[src/rtl/simon_sequence_gen.sv]
// Pattern source for the Simon game: free-running Galois LFSR feeding a one-hot
// element buffer that is appended per round and replayed under a next handshake.
module simon_sequence_gen #(
    parameter int          MAX_LEN = 16,
    parameter logic [7:0]  SEED    = 8'hA5,
    localparam int         LW      = $clog2(MAX_LEN + 1),
    localparam int         AW      = $clog2(MAX_LEN)
) (
    input  logic          clock,
    input  logic          reset,
    input  logic          new_game,
    input  logic          extend,
    input  logic          replay_start,
    input  logic          next,
    output logic [7:0]    random_num,
    output logic          num_valid,
    output logic          last,
    output logic [LW-1:0] seq_len,
    output logic          seq_full
);

    typedef enum logic [1:0] {
        ST_IDLE = 2'd0,
        ST_PLAY = 2'd1,
        ST_DONE = 2'd2
    } state_t;

    function automatic logic [7:0] lfsr_step(input logic [7:0] v);
        return (v >> 1) ^ (v[0] ? 8'hB8 : 8'h00);
    endfunction

    function automatic logic [7:0] onehot_enc(input logic [2:0] sel);
        return 8'b0000_0001 << sel;
    endfunction

    state_t        state_r, state_s;
    logic [7:0]    lfsr_r;
    logic [LW-1:0] seq_len_r, seq_len_s;
    logic [LW-1:0] rd_ptr_r, rd_ptr_s;
    logic          wr_en_s;
    logic          full_s;
    logic          last_s;
    logic [7:0]    mem_r [0:MAX_LEN-1];

    assign full_s = (seq_len_r == LW'(MAX_LEN));
    assign last_s = (rd_ptr_r == (seq_len_r - LW'(1)));

    // Control registers: replay state, stored length, replay pointer, LFSR
    always_ff @(posedge clock or negedge reset) begin
        if (!reset) begin
            state_r   <= ST_IDLE;
            seq_len_r <= '0;
            rd_ptr_r  <= '0;
            lfsr_r    <= SEED;
        end else begin
            state_r   <= state_s;
            seq_len_r <= seq_len_s;
            rd_ptr_r  <= rd_ptr_s;
            lfsr_r    <= lfsr_step(lfsr_r);
        end
    end

    // Element buffer; contents are only ever observed through a PLAY-gated read
    always_ff @(posedge clock) begin
        if (wr_en_s) begin
            mem_r[seq_len_r[AW-1:0]] <= onehot_enc(lfsr_r[2:0]);
        end
    end

    // Next-state logic; new_game outranks extend, which outranks replay_start
    always_comb begin
        state_s   = state_r;
        seq_len_s = seq_len_r;
        rd_ptr_s  = rd_ptr_r;
        wr_en_s   = 1'b0;
        if (new_game) begin
            state_s   = ST_IDLE;
            seq_len_s = '0;
            rd_ptr_s  = '0;
        end else begin
            case (state_r)
                ST_IDLE, ST_DONE: begin
                    if (extend) begin
                        if (!full_s) begin
                            wr_en_s   = 1'b1;
                            seq_len_s = seq_len_r + LW'(1);
                        end else begin
                            wr_en_s   = 1'b0;
                        end
                    end else if (replay_start) begin
                        if (seq_len_r != '0) begin
                            rd_ptr_s = '0;
                            state_s  = ST_PLAY;
                        end else begin
                            state_s  = state_r;
                        end
                    end else begin
                        state_s = state_r;
                    end
                end
                ST_PLAY: begin
                    if (next) begin
                        if (last_s) begin
                            state_s  = ST_DONE;
                            rd_ptr_s = '0;
                        end else begin
                            rd_ptr_s = rd_ptr_r + LW'(1);
                        end
                    end else begin
                        rd_ptr_s = rd_ptr_r;
                    end
                end
                default: begin
                    state_s  = ST_IDLE;
                    rd_ptr_s = '0;
                end
            endcase
        end
    end

    // Output decode from registers only; outputs read zero outside PLAY
    always_comb begin
        random_num = 8'h00;
        num_valid  = 1'b0;
        last       = 1'b0;
        if (state_r == ST_PLAY) begin
            random_num = mem_r[rd_ptr_r[AW-1:0]];
            num_valid  = 1'b1;
            last       = last_s;
        end else begin
            random_num = 8'h00;
        end
    end

    assign seq_len  = seq_len_r;
    assign seq_full = full_s;

endmodule

[config.mk]
export PLATFORM = sky130hd
export DESIGN_NAME = simon_sequence_gen
export DESIGN_NICKNAME = d
export VERILOG_FILES = /design/src/rtl/simon_sequence_gen.sv
export SDC_FILE = /design/constraint.sdc
export NUM_CORES = 1
export LEC_CHECK = 0
export CAP_MARGIN = 10
export CORE_UTILIZATION = 30
export CTS_CLUSTER_SIZE = 8
export DETAILED_ROUTE_END_ITERATION = 10
export GPL_TIMING_DRIVEN = 0
export PLACE_DENSITY = 0.53
export SLEW_MARGIN = 5
export SYNTH_ARGS = -nofsm -noshare
export SYNTH_HDL_FRONTEND = slang
export SYNTH_SLANG_ARGS = --single-unit
[constraint.sdc]
create_clock -name clock -period 2.9 [get_ports clock]
set_clock_uncertainty 0.1 [all_clocks]
set_input_delay 0.435 -clock clock [delete_from_list [all_inputs] [get_ports clock]]
set_output_delay 0.435 -clock clock [all_outputs]
set_load 0.005 [all_outputs]
### After elaboration in Yosys (flattened, before gate mapping)

Memory sizes are Yosys's and may differ from the RTL's.
Index checks and enable logic that the tools add are counted.
Widths: inputs -> output; s select.

* add/sub/neg operators: 3
* eq/ne operators: 10
* shift-type cells: 1
* muxes and demuxes: 28
* bitwise logic cells: 1
* reductions and logical operators: 8

Operators by type and width (count)
* $mux 5: 10
* $mux 8: 2
* $ne 3x3->1 const B: 5
* $mux 2: 6
* $add 5x1->5 const B: 2
* $pmux 5 s2: 1
* $mux 1: 8
* $shl 1x3->8 const A: 1
* $xor 7x8->8: 1
* $eq 5x5->1: 1
* $eq 5x5->1 const B: 1
* $reduce_and 5->1: 1
* $reduce_bool 5->1: 1
* $sub 5x1->5 const B: 1
* $pmux 2 s2: 1
* $reduce_and 4->1: 1
* $reduce_bool 2->1: 2
* $reduce_and 3->1: 1
* $eq 2x1->1 const B: 1
* $eq 2x2->1 const B: 1
* $logic_not 2->1: 1
* $ne 2x2->1 const B: 1
* $reduce_or 2->1: 1

* flip-flop bits (word level): 20
* bits in writable memories: 128
* input bits: 6
* output and inout port bits: 16
* logic and storage cells: 56
* memories kept: 1

Memories
* mem_r: depth 16, width 8, rd ports 1, clocked after Yosys merged registers in 0, write ports 1, line 43 `logic [7:0] mem_r [0:MAX_LEN-1];`

### Depth between registers and ports, before layout

Gate-level depths: netlist (run 1).

* depth after elaboration: 7
* depth in mapped cells: 8
* depth with buffers taken out: 7

### Worst setup path after synthesis (run 1)

Ideal clock, no wire load.

* kind: register to register
* start point: register seq_len_r[0] (netlist: seq_len[0])
* end point: memory mem_r[12][0], enable pin
* library setup time: 370 ps
* arrival time: 2019 ps
* data required time: 2430 ps
* slack: 410 ps
* stages on the path, launching flop included: 8
* path buffers: 0
* clock period less this slack: 2490 ps
* path through: dfrtp_1 -> inv_1 -> ha_1 -> nor4bb_4 -> nor3b_2 -> and2_1 -> nand2_1 -> nor2_1

* cells in the longest elaborated chain, start to end: 7

RTL lines
* from (decl): line 38 `logic [LW-1:0] seq_len_r, seq_len_s;`
* from (signal assigned): line 57 `seq_len_r <= seq_len_s;`
* $eq 5x5->1: line 45 `assign full_s = (seq_len_r == LW'(MAX_LEN));`
* via seq_full: line 19 `output logic seq_full`
* $mux 1: line 84 `if (!full_s) begin`
* $mux 1: line 83 `if (extend) begin`
* $mux 1: line 81 `case (state_r)`
* $mux 1: line 76 `if (new_game) begin`
* $mux 1: line 65 `if (wr_en_s) begin`
* $mux 1 (not written as such): line 66 `mem_r[seq_len_r[AW-1:0]] <= onehot_enc(lfsr_r[2:0]);`
* to (decl): line 43

The timed path passes the listed nets, and every way through them passes these cells.

### Final worst setup path (run 1)

* start point: register seq_len_r[1] (netlist: seq_len[1])
* end point: memory mem_r[6][1], enable pin

* cells in the longest elaborated chain, start to end: 7

RTL lines (line)
* $eq 5x5->1: 45
* $mux 1: 84
* $mux 1: 83
* $mux 1: 81
* $mux 1: 76
* $mux 1: 65
* $mux 1 (not written as such): 66

Several ways; a longest one is shown, not always the timed one.

==> impl_metrics.tcl, run 1 <==
set metrics [dict create \
    syn2layout_area_growth_pct 21.5 \
    mostFrequentLayoutCell "edfxtp_1" \
    synth_cell_types 51 \
    tightest_slew_ns 0.998 \
    drc 0 \
    layout-drive-gt1-share 0.301 \
    cts_made_buffers 17 \
    rsz0062_at_grt "true" \
    firstDrtPassIters 4 \
    clk_root_buffer_cell "clkbuf_16" \
    fin_area_um2 7640 \
    cts.sinks 148 \
    grt_pass1_vias 3430 \
    ys.flop_type "edfxtp_1" \
    timing.hold.ws_ns 0.251 \
    syn-instance-count 351 \
    die_x_um 147 \
    drv_slew 0 \
    hpwl_um 8680 \
    crit_start "seq_len[1]" \
    grt.total_usage 0.133 \
    rows 52 \
    placed_cell_area_um2 6890 \
    syn_nets 363 \
    grt_overflow_total 0 \
    holdCritPathClass "flip-flop to flip-flop" \
    design_power_total_mw 5.28 \
    drt-met1-wl_um 6120 \
    num_vias 3263 \
    setup_viol 0 \
    period_needed_ns 2.87 \
    grt_max_degree 21 \
    avgSynthCellArea_um2 17.9 \
    worstHoldStart "lfsr_r[3]" \
    r2r-start "seq_len[1]" \
    relSlewSlack 0.331 \
    crit_arrival_ns 2.82 \
    route.met2.wl_um 6570 \
    drtIter0Drc 257 \
    fmax_mhz 348 \
    antenna_cells 0 \
    outcome "finished, final reports clean" \
    core_area_um2 20400 \
    cts_buffer_depth 2 \
    ant_nets 0 \
    synthTopCellsByArea "edfxtp_1, mux4_1, dfrtp_1" \
    clock_latency_ns 0.42 \
    routedWlPerCell_um 19.7 \
    final_cell_mix "edfxtp_1, nand2_1, clkbuf_16, mux4_2, mux4_1" \
    port_buffers 21 \
    ios 22 \
    drt-total-wl_um 13500 \
    leakage_nw 2.45 \
    place_ws_ns -0.315 \
    vias_per_cell 4.76 \
    synth-seq-area-share 0.691 \
    synth_seq_cells 148 \
    synth_top_area_frac 0.611 \
    die-area_um2 21500 \
    htreeDepth 4 \
    pwr_density_cell_nw_per_um2 691 \
    critPathRequiredTime_ns 2.84 \
    synthArstFlopShare 0.135 \
    fill_cells 1875 \
    synth_top_area_cell "edfxtp_1" \
    cp-start-kind "flip-flop" \
    synth_edf_count 128 \
    ys_warn_count 0 \
    endpoint_kind "flip-flop" \
    dr.max_layer_used "met4" \
    final.period_utilization 0.991 \
    drv_cap 0 \
    peakVddDrop_mv 0.406 \
    cts_tree "done" \
    hold_violations 0 \
    initial_core_util 0.309 \
    cts.clk_slew.worst_paths_ns 0.06 \
    die_y_um 147 \
    met3_length_um 647 \
    grt_pass1_wl_um 20800 \
    syn_area_um2 6290 \
    antenna_found_initial 0 \
    place_congestion 0.774 \
    worst_slack_ns 0.0274 \
    critPathMaxFanout 8 \
    fin_nets 414 \
    crit_type "flip-flop to flip-flop" \
]
[synth_stat cells (2+ instances only)]
cell type and number:
edfxtp_1 128, nand2_1 30, nor2_1 26, mux4_1 25, dfrtp_1 16, xor2_1 9, a211oi_1 8, a311oi_1 8
nor2b_1 8, clkbuf_1 7, mux4_2 7, ha_1 6, inv_1 6, buf_6 4, dfstp_2 4, nand2b_1 4
xnor2_1 4, a31oi_1 3, nand3_1 3, nor3b_1 3, o21ai_1 3, a21oi_1 2, and2_1 2, buf_12 2
buf_2 2, buf_4 2, nand4_1 2, nor3_1 2, nor3b_2 2, o22ai_1 2
[power by group]
part | internal (mW) | switching (mW)
clock | 1.07 | 0.837
sequential | 2.34 | 0.0412
combinational | 0.517 | 0.470
total | 3.93 | 1.35
[stage by stage]
stage / util / TNS, ns / instances
after floorplan: - / 0 / 351
after global placement: 0.336 / -27.28 / 642
after detailed placement: 0.338 / -28.21 / 645
after CTS: 0.368 / -5.39 / 681
after global routing: 0.375 / -6.43 / 685
final: 0.375 / 0 / 685
[registers in the layout, summed over array words and instances (netlist names)]
name	cells
state_r	2
mem_r	128
seq_len	5
lfsr_r	8
rd_ptr_r	5
[layout make-up]
type                    instances  area [um2]  share of cell area
multi-input cells             178        1940               0.253
inverters                       7        27.5             0.00360
flip-flops and latches        148        4350               0.570
repair buffers                 32         302              0.0395
clock inverters                15        91.3              0.0120
plain buffers                  18         168              0.0219
clock buffers                  17         425              0.0557
well taps                     270         338              0.0442
[critical path: stages (launching register included)]
cell and delay, ns:
dfrtp_2 0.44, inv_1 0.10, ha_1 0.23, nor4bb_4 0.18, nor3b_4 0.32, and2_1 0.27
nand2_1 0.19, nor2_1 0.67
[routing by layer]
layer  global-route usage  vias to the layer above
li1                     -                     1491
met1                0.181                     1673
met2                0.209                       90
met3               0.0295                        9
met4               0.0516                        0
met5                    0                        -
[logic make-up (layout without fill, tap and decap cells)]
group,Yosys count,after routing,synth area share
AND/OR/NAND/NOR,93,93,0.0790
multiplexers,33,33,0.131
XOR/XNOR,13,13,0.0181
flip-flops,148,148,0.691
adder cells (fa/ha/maj),6,6,0.0119
AO/OA/AOI/OAI,33,33,0.0404
buffers and inverters,25,89,0.0280
[repair_timing]
| item | in CTS | in global routing |
|---|---|---|
| gates resized for setup | 72 | 24 |
| hold buffers | 0 | 0 |
| buffers inserted | 3 | 2 |
| endpoints found under the setup margin | 137 | 127 |
| gates cloned | 1 | 2 |
| pin swaps | 11 | 6 |
[final timing paths]
kind,slack [ns],to,depth (start not counted)
setup / recovery,0.03,mem_r[6][1],7
hold / removal,0.25,lfsr_r[2],0
setup reg to reg,0.03,mem_r[6][1],7
hold reg to reg,0.25,lfsr_r[2],0
max in group asynchronous,1.63,seq_len[0],1
min in group asynchronous,0.44,state_r[1],1
No activity file was read; power rests on OpenSTA's default activity.
==> run 2: changes to the inputs <==
--- a/config.mk
+++ b/config.mk
@@ -11,6 +11,7 @@
 export DETAILED_ROUTE_END_ITERATION = 10
 export GPL_TIMING_DRIVEN = 0
 export PLACE_DENSITY = 0.53
+export RECOVER_POWER = 25
 export SLEW_MARGIN = 5
 export SYNTH_ARGS = -nofsm -noshare
 export SYNTH_HDL_FRONTEND = slang
==> run 2 against run 1 <==
  * The flow now finishes with violations (negative setup slack)
  * Critical path depth unchanged
  * First-iteration DRC count increased by 1.9%
  * Non-clock buffer count unchanged
  * Wire length decreased by 0.17%
  * Register-to-register slack got worse by 0.04 ns
  * Utilization decreased by 0.12 points
  * Critical path type unchanged
  * Global-route usage unchanged
  * Worst setup slack got worse by 0.041 ns
  * Hold slack about the same
  * Sequential share of layout area increased by 0.19 points
==> impl_metrics.tcl, run 2 (synthesis gave the netlist of run 1 again) <==
set metrics [dict create \
    fin_nets 414 \
    critPathRequiredTime_ns 2.84 \
    place_congestion 0.774 \
    die_y_um 147 \
    mostFrequentLayoutCell "edfxtp_1" \
    antenna_found_initial 0 \
    placed_cell_area_um2 6890 \
    clk_root_buffer_cell "clkbuf_16" \
    routedWlPerCell_um 19.6 \
    leakage_nw 2.43 \
    grt.total_usage 0.133 \
    core_area_um2 20400 \
    drv_cap 0 \
    hpwl_um 8680 \
    final_cell_mix "edfxtp_1, nand2_1, clkbuf_16, mux4_2, mux4_1" \
    vias_per_cell 4.77 \
    final.period_utilization 1.00 \
    clock_latency_ns 0.42 \
    cp-start-kind "flip-flop" \
    rows 52 \
    cts_tree "done" \
    cp_slowest_cell "nor2_1" \
    drv_slew 0 \
    holdCritPathClass "flip-flop to flip-flop" \
    critPathMaxFanout 8 \
    htreeDepth 4 \
    cts_hold_buffers 0 \
    fmax_mhz 343 \
    outcome "finished, violations left" \
    cts.clk_slew.worst_paths_ns 0.06 \
    grt_pass1_vias 3430 \
    violations "negative setup slack" \
    layout-drive-gt1-share 0.289 \
    critical_path_buf_inv_count 1 \
    grt_pass1_wl_um 20800 \
    path_delay_family "simple AND/OR/NAND/NOR gates" \
    crit_type "flip-flop to flip-flop" \
    final_cells 685 \
    initial_core_util 0.309 \
    period_needed_ns 2.91 \
    final_util 0.374 \
    port_buffers 21 \
    fill_cells 1879 \
    fin_area_um2 7620 \
    peakVddDrop_mv 0.406 \
    largest_reg_flops 128 \
    endpoint_kind "flip-flop" \
    drtIter0Drc 262 \
    cts_buffer_depth 2 \
    tightest_slew_ns 0.994 \
    relSlewSlack 0.334 \
    rsz0062_at_grt "true" \
    cts_made_buffers 17 \
    max_stage_delay_ns 0.69 \
    pwr_density_cell_nw_per_um2 693 \
    grt_overflow_total 0 \
    setup_tns_ns -0.0854 \
    drt-total-wl_um 13500 \
    worst_slack_ns -0.0135 \
    grt_max_degree 21 \
    die-area_um2 21500 \
    rrSetupSlack_ns -0.01 \
    place_inst 645 \
    design_power_total_mw 5.28 \
    setup_viol 8 \
    cts.sinks 148 \
    syn2layout_area_growth_pct 21.1 \
    num_vias 3267 \
    crit_arrival_ns 2.86 \
    die_x_um 147 \
    ant_nets 0 \
    worstPathCellList "inv_1, ha_1, nor4bb_4, nor3b_4, and2_1, nand2_1, nor2_1" \
    drc 0 \
    antenna_cells 0 \
    ios 22 \
    hold_violations 0 \
    firstDrtPassIters 4 \
]
==> run 2: power by group <==
part	leakage, nW	internal [mW]	total [mW]	switching, mW
Sequential	1.33	2.34	2.38	0.0424
Combinational	0.861	0.517	0.987	0.470
Clock	0.243	1.07	1.91	0.839
==> run 2: layer usage <==
metal,global-route usage,part of all wire
met1,0.181,0.46
met2,0.209,0.49
met3,0.0295,0.042
met4,0.0516,0.015
met5,0,0
==> run 2: timing repair <==
action / CTS / global route
gates resized for setup: 72 / 24
pin swaps: 11 / 6
setup endpoints to repair: 137 / 127
hold endpoints to repair: 0 / 0
setup buffers: 3 / 2
cloned: 1 / 2
==> run 2: final cells by class <==
cell class                      instances  area, um2  share of cell area
Tap cell                              270        338              0.0444
Clock inverter                         15       91.3              0.0120
Clock buffer                           17        425              0.0559
Sequential cell                       148       4350               0.572
Inverter                                7       27.5             0.00361
Buffer                                 18        168              0.0220
Multi-Input combinational cell        178       1930               0.253
Timing Repair Buffer                   32        287              0.0376
==> run 2: worst paths after layout <==
kind                                  from           to  depth (start not counted)
min in group asynchronous            reset   state_r[1]                          1
max in group asynchronous            reset  rd_ptr_r[0]                          1
worst max register to register  seq_len[1]  mem_r[6][1]                          7
worst max-delay path            seq_len[1]  mem_r[6][1]                          7
worst min register to register   lfsr_r[3]    lfsr_r[2]                          0
worst min-delay path             lfsr_r[3]    lfsr_r[2]                          0
==> run 2: through the flow <==
step	hold WS, ns	worst slack, ns
3_5_place_dp	0.243	-0.315
4_1_cts	0.255	-0.0979
6_report	0.252	-0.0135
5_1_grt	0.267	-0.139
3_3_place_gp	0.238	-0.250
2_1_floorplan	0.0394	0.410
==> run 3: changes to the inputs <==
--- a/config.mk
+++ b/config.mk
@@ -10,8 +10,9 @@
 export CTS_CLUSTER_SIZE = 8
 export DETAILED_ROUTE_END_ITERATION = 10
 export GPL_TIMING_DRIVEN = 0
-export PLACE_DENSITY = 0.53
+export PLACE_DENSITY = 0.55
 export RECOVER_POWER = 25
+export SETUP_SLACK_MARGIN = 0.1
 export SLEW_MARGIN = 5
 export SYNTH_ARGS = -nofsm -noshare
 export SYNTH_HDL_FRONTEND = slang
==> constraint.sdc (replaced) <==
create_clock -name clock -period 2.5 [get_ports clock]
set_clock_uncertainty 0.1 [all_clocks]
set_input_delay 0.375 -clock clock [delete_from_list [all_inputs] [get_ports clock]]
set_output_delay 0.375 -clock clock [all_outputs]
set_load 0.005 [all_outputs]
==> run 3 against run 2 <==
  * The run still ends with negative setup slack left
  * Global-route usage rose by 0.69 points
  * Combinational power up 29%
  * Sequential share of layout area decreased by 3.5 points
  * Cell count grew 3.1%
  * Worst setup slack worse by 0.28 ns
  * Wire length up 6.0%
==> impl_metrics.tcl, run 3 (synthesis gave the netlist of run 1 again) <==
set metrics [dict create \
    outcome "finished, violations left" \
    violations "negative setup slack" \
    place_congestion 0.745 \
    die_x_um 147 \
    grt_overflow_total 0 \
    grt_pass1_vias 3520 \
    syn2layout_area_growth_pct 29.0 \
    hold_violations 0 \
    switching_share 0.259 \
    cts.sinks 148 \
    critPathRequiredTime_ns 2.03 \
    cp-start-kind "flip-flop" \
    antenna_cells 0 \
    port_buffers 21 \
    placed_cell_area_um2 6890 \
    place_inst 644 \
    r2r-start "seq_len[1]" \
    cts_tree "done" \
    crit_type "flip-flop to output port" \
    crit_start "rd_ptr_r[0]" \
    p_sw_mw 1.66 \
    place_ws_ns -0.696 \
    relSlewSlack 0.320 \
    drc 0 \
    hpwl_um 8590 \
    holdCritPathClass "flip-flop to flip-flop" \
    endpoint_kind "output port" \
    final.period_utilization 1.12 \
    routedWlPerCell_um 20.2 \
    antenna_found_initial 0 \
    critical_path.reg2reg.endpoint "mem_r[0][7]" \
    clkPwrFrac 0.373 \
    htreeDepth 4 \
    grt_max_degree 21 \
    final_util 0.398 \
    fmax_mhz 358 \
    rows 52 \
    setup_viol 8 \
    worst_slack_ns -0.297 \
    period_needed_ns 2.80 \
    grt_pass1_wl_um 21700 \
    timing.hold.ws_ns 0.267 \
    cp_slowest_cell "mux4_1" \
    crit_arrival_ns 2.32 \
    critPathCapture "random_num[2]" \
    core_area_um2 20400 \
    leakage_nw 2.65 \
    initial_core_util 0.309 \
    fin_area_um2 8110 \
    path_delay_family "buffers and inverters" \
    path_depth 7 \
    final_cells 706 \
    drt-total-wl_um 14300 \
    cts.clk_slew.worst_paths_ns 0.06 \
    mostFrequentLayoutCell "edfxtp_1" \
    tightest_slew_ns 1.02 \
    clk_root_buffer_cell "clkbuf_16" \
    drtIter0Drc 289 \
    fin_nets 435 \
    num_vias 3425 \
    drv_cap 0 \
    cts_buffer_depth 2 \
    die-area_um2 21500 \
    rrSetupSlack_ns 0.14 \
    worstPathCellList "buf_8, buf_12, buf_12, mux4_1, nand2_1, a311oi_2, buf_2" \
    largest_reg_flops 128 \
    max_stage_delay_ns 0.58 \
    seq_area_um2 4350 \
    ios 22 \
    rsz0062_at_grt "true" \
    p_seq_frac 0.429 \
    critical_path_buf_inv_count 4 \
    crit_top_cell "buf_12" \
    drv_slew 0 \
    peakVddDrop_mv 0.429 \
    final_cell_mix "edfxtp_1, nand2_1, mux4_2, buf_12, clkbuf_16" \
    cts_made_buffers 17 \
    layout-drive-gt1-share 0.392 \
    ant_nets 0 \
    grt.total_usage 0.140 \
    fill_cells 1827 \
    clock_latency_ns 0.42 \
    critPathMaxFanout 10 \
    p_comb_frac 0.198 \
    pwr_density_cell_nw_per_um2 792 \
    r2r_cells 9 \
    multiInputGateArea_um2 2050 \
    firstDrtPassIters 4 \
    vias_per_cell 4.85 \
    die_y_um 147 \
    p_int_mw 4.77 \
]
-- run 3: cell count changes in the layout (fill, tap and decap cells not counted), sizes merged --
| cell | previous run | this run |
|---|---|---|
| buf | 25 | 48 |
| clkinvlp | 5 | 4 |
| dlygate4sd2 | 1 | 0 |
| clkbuf | 29 | 28 |
| bufinv | 0 | 1 |
| dlymetal6s2s | 0 | 1 |
| clkdlybuf4s50 | 11 | 10 |
-- run 3: power groups by stage --
stage	clock network, mW	registers (mW)	logic [mW]
floorplan	0	2.79	0.657
global placement	0	2.80	0.957
detailed placement	0	2.81	0.970
CTS	2.42	2.76	1.20
global route	2.54	2.76	1.36
finish	2.40	2.76	1.27
-- run 3: per-layer routing --
metal	global-route usage	share of wire	vias up	routed length, um
met1	0.186	0.44	1799	6220
li1	-	-	1527	-
met4	0.0568	0.018	0	259
met3	0.0376	0.052	13	735
met2	0.218	0.49	86	7040
met5	0	0	-	0
-- run 3: through the flow --
step | setup TNS [ns] | total power [mW]
after global placement | -90.64 | 3.76
after floorplan | 0 | 3.45
final | -2.13 | 6.43
after global routing | -2.91 | 6.66
after CTS | -2.40 | 6.38
after detailed placement | -83.65 | 3.78
-- run 3: worst min path at each step --
stage	start	endpoint	slack, ns	cells after the start
global placement	lfsr_r[3]	lfsr_r[2]	0.24	0
global route	lfsr_r[3]	lfsr_r[2]	0.28	0
finish	lfsr_r[3]	lfsr_r[2]	0.27	0
floorplan	reset	lfsr_r[1]	-0.02	0
CTS	lfsr_r[0]	lfsr_r[7]	0.27	0
detailed placement	lfsr_r[3]	lfsr_r[2]	0.25	0
-- run 3: worst register-to-register path, cell delays in order, from the launching register on --
cell and delay, ns:
dfrtp_1 0.46, inv_2 0.10, ha_4 0.18, nor4bb_4 0.15, buf_4 0.14, nor3b_4 0.21
and2_4 0.23, nand2_2 0.19, nor2_4 0.18, buf_12 0.14
-- run 3: final cells by class --
type / instances / share of cell area
buffer: 18 / 0.0210
clock buffer: 17 / 0.0524
clock inverter: 15 / 0.0167
inverter: 7 / 0.00339
multi-input combinational: 178 / 0.253
sequential: 148 / 0.537
tap: 270 / 0.0416
timing repair buffer: 53 / 0.0753
-- run 3: what timing repair did --
action | in CTS | in global routing
hold endpoints to repair | 0 | 0
resized for setup | 129 | 11
setup endpoints to repair | 171 | 146
cloned | 0 | 1
pin swaps | 31 | 12
hold buffers | 0 | 0
setup buffers | 20 | 9
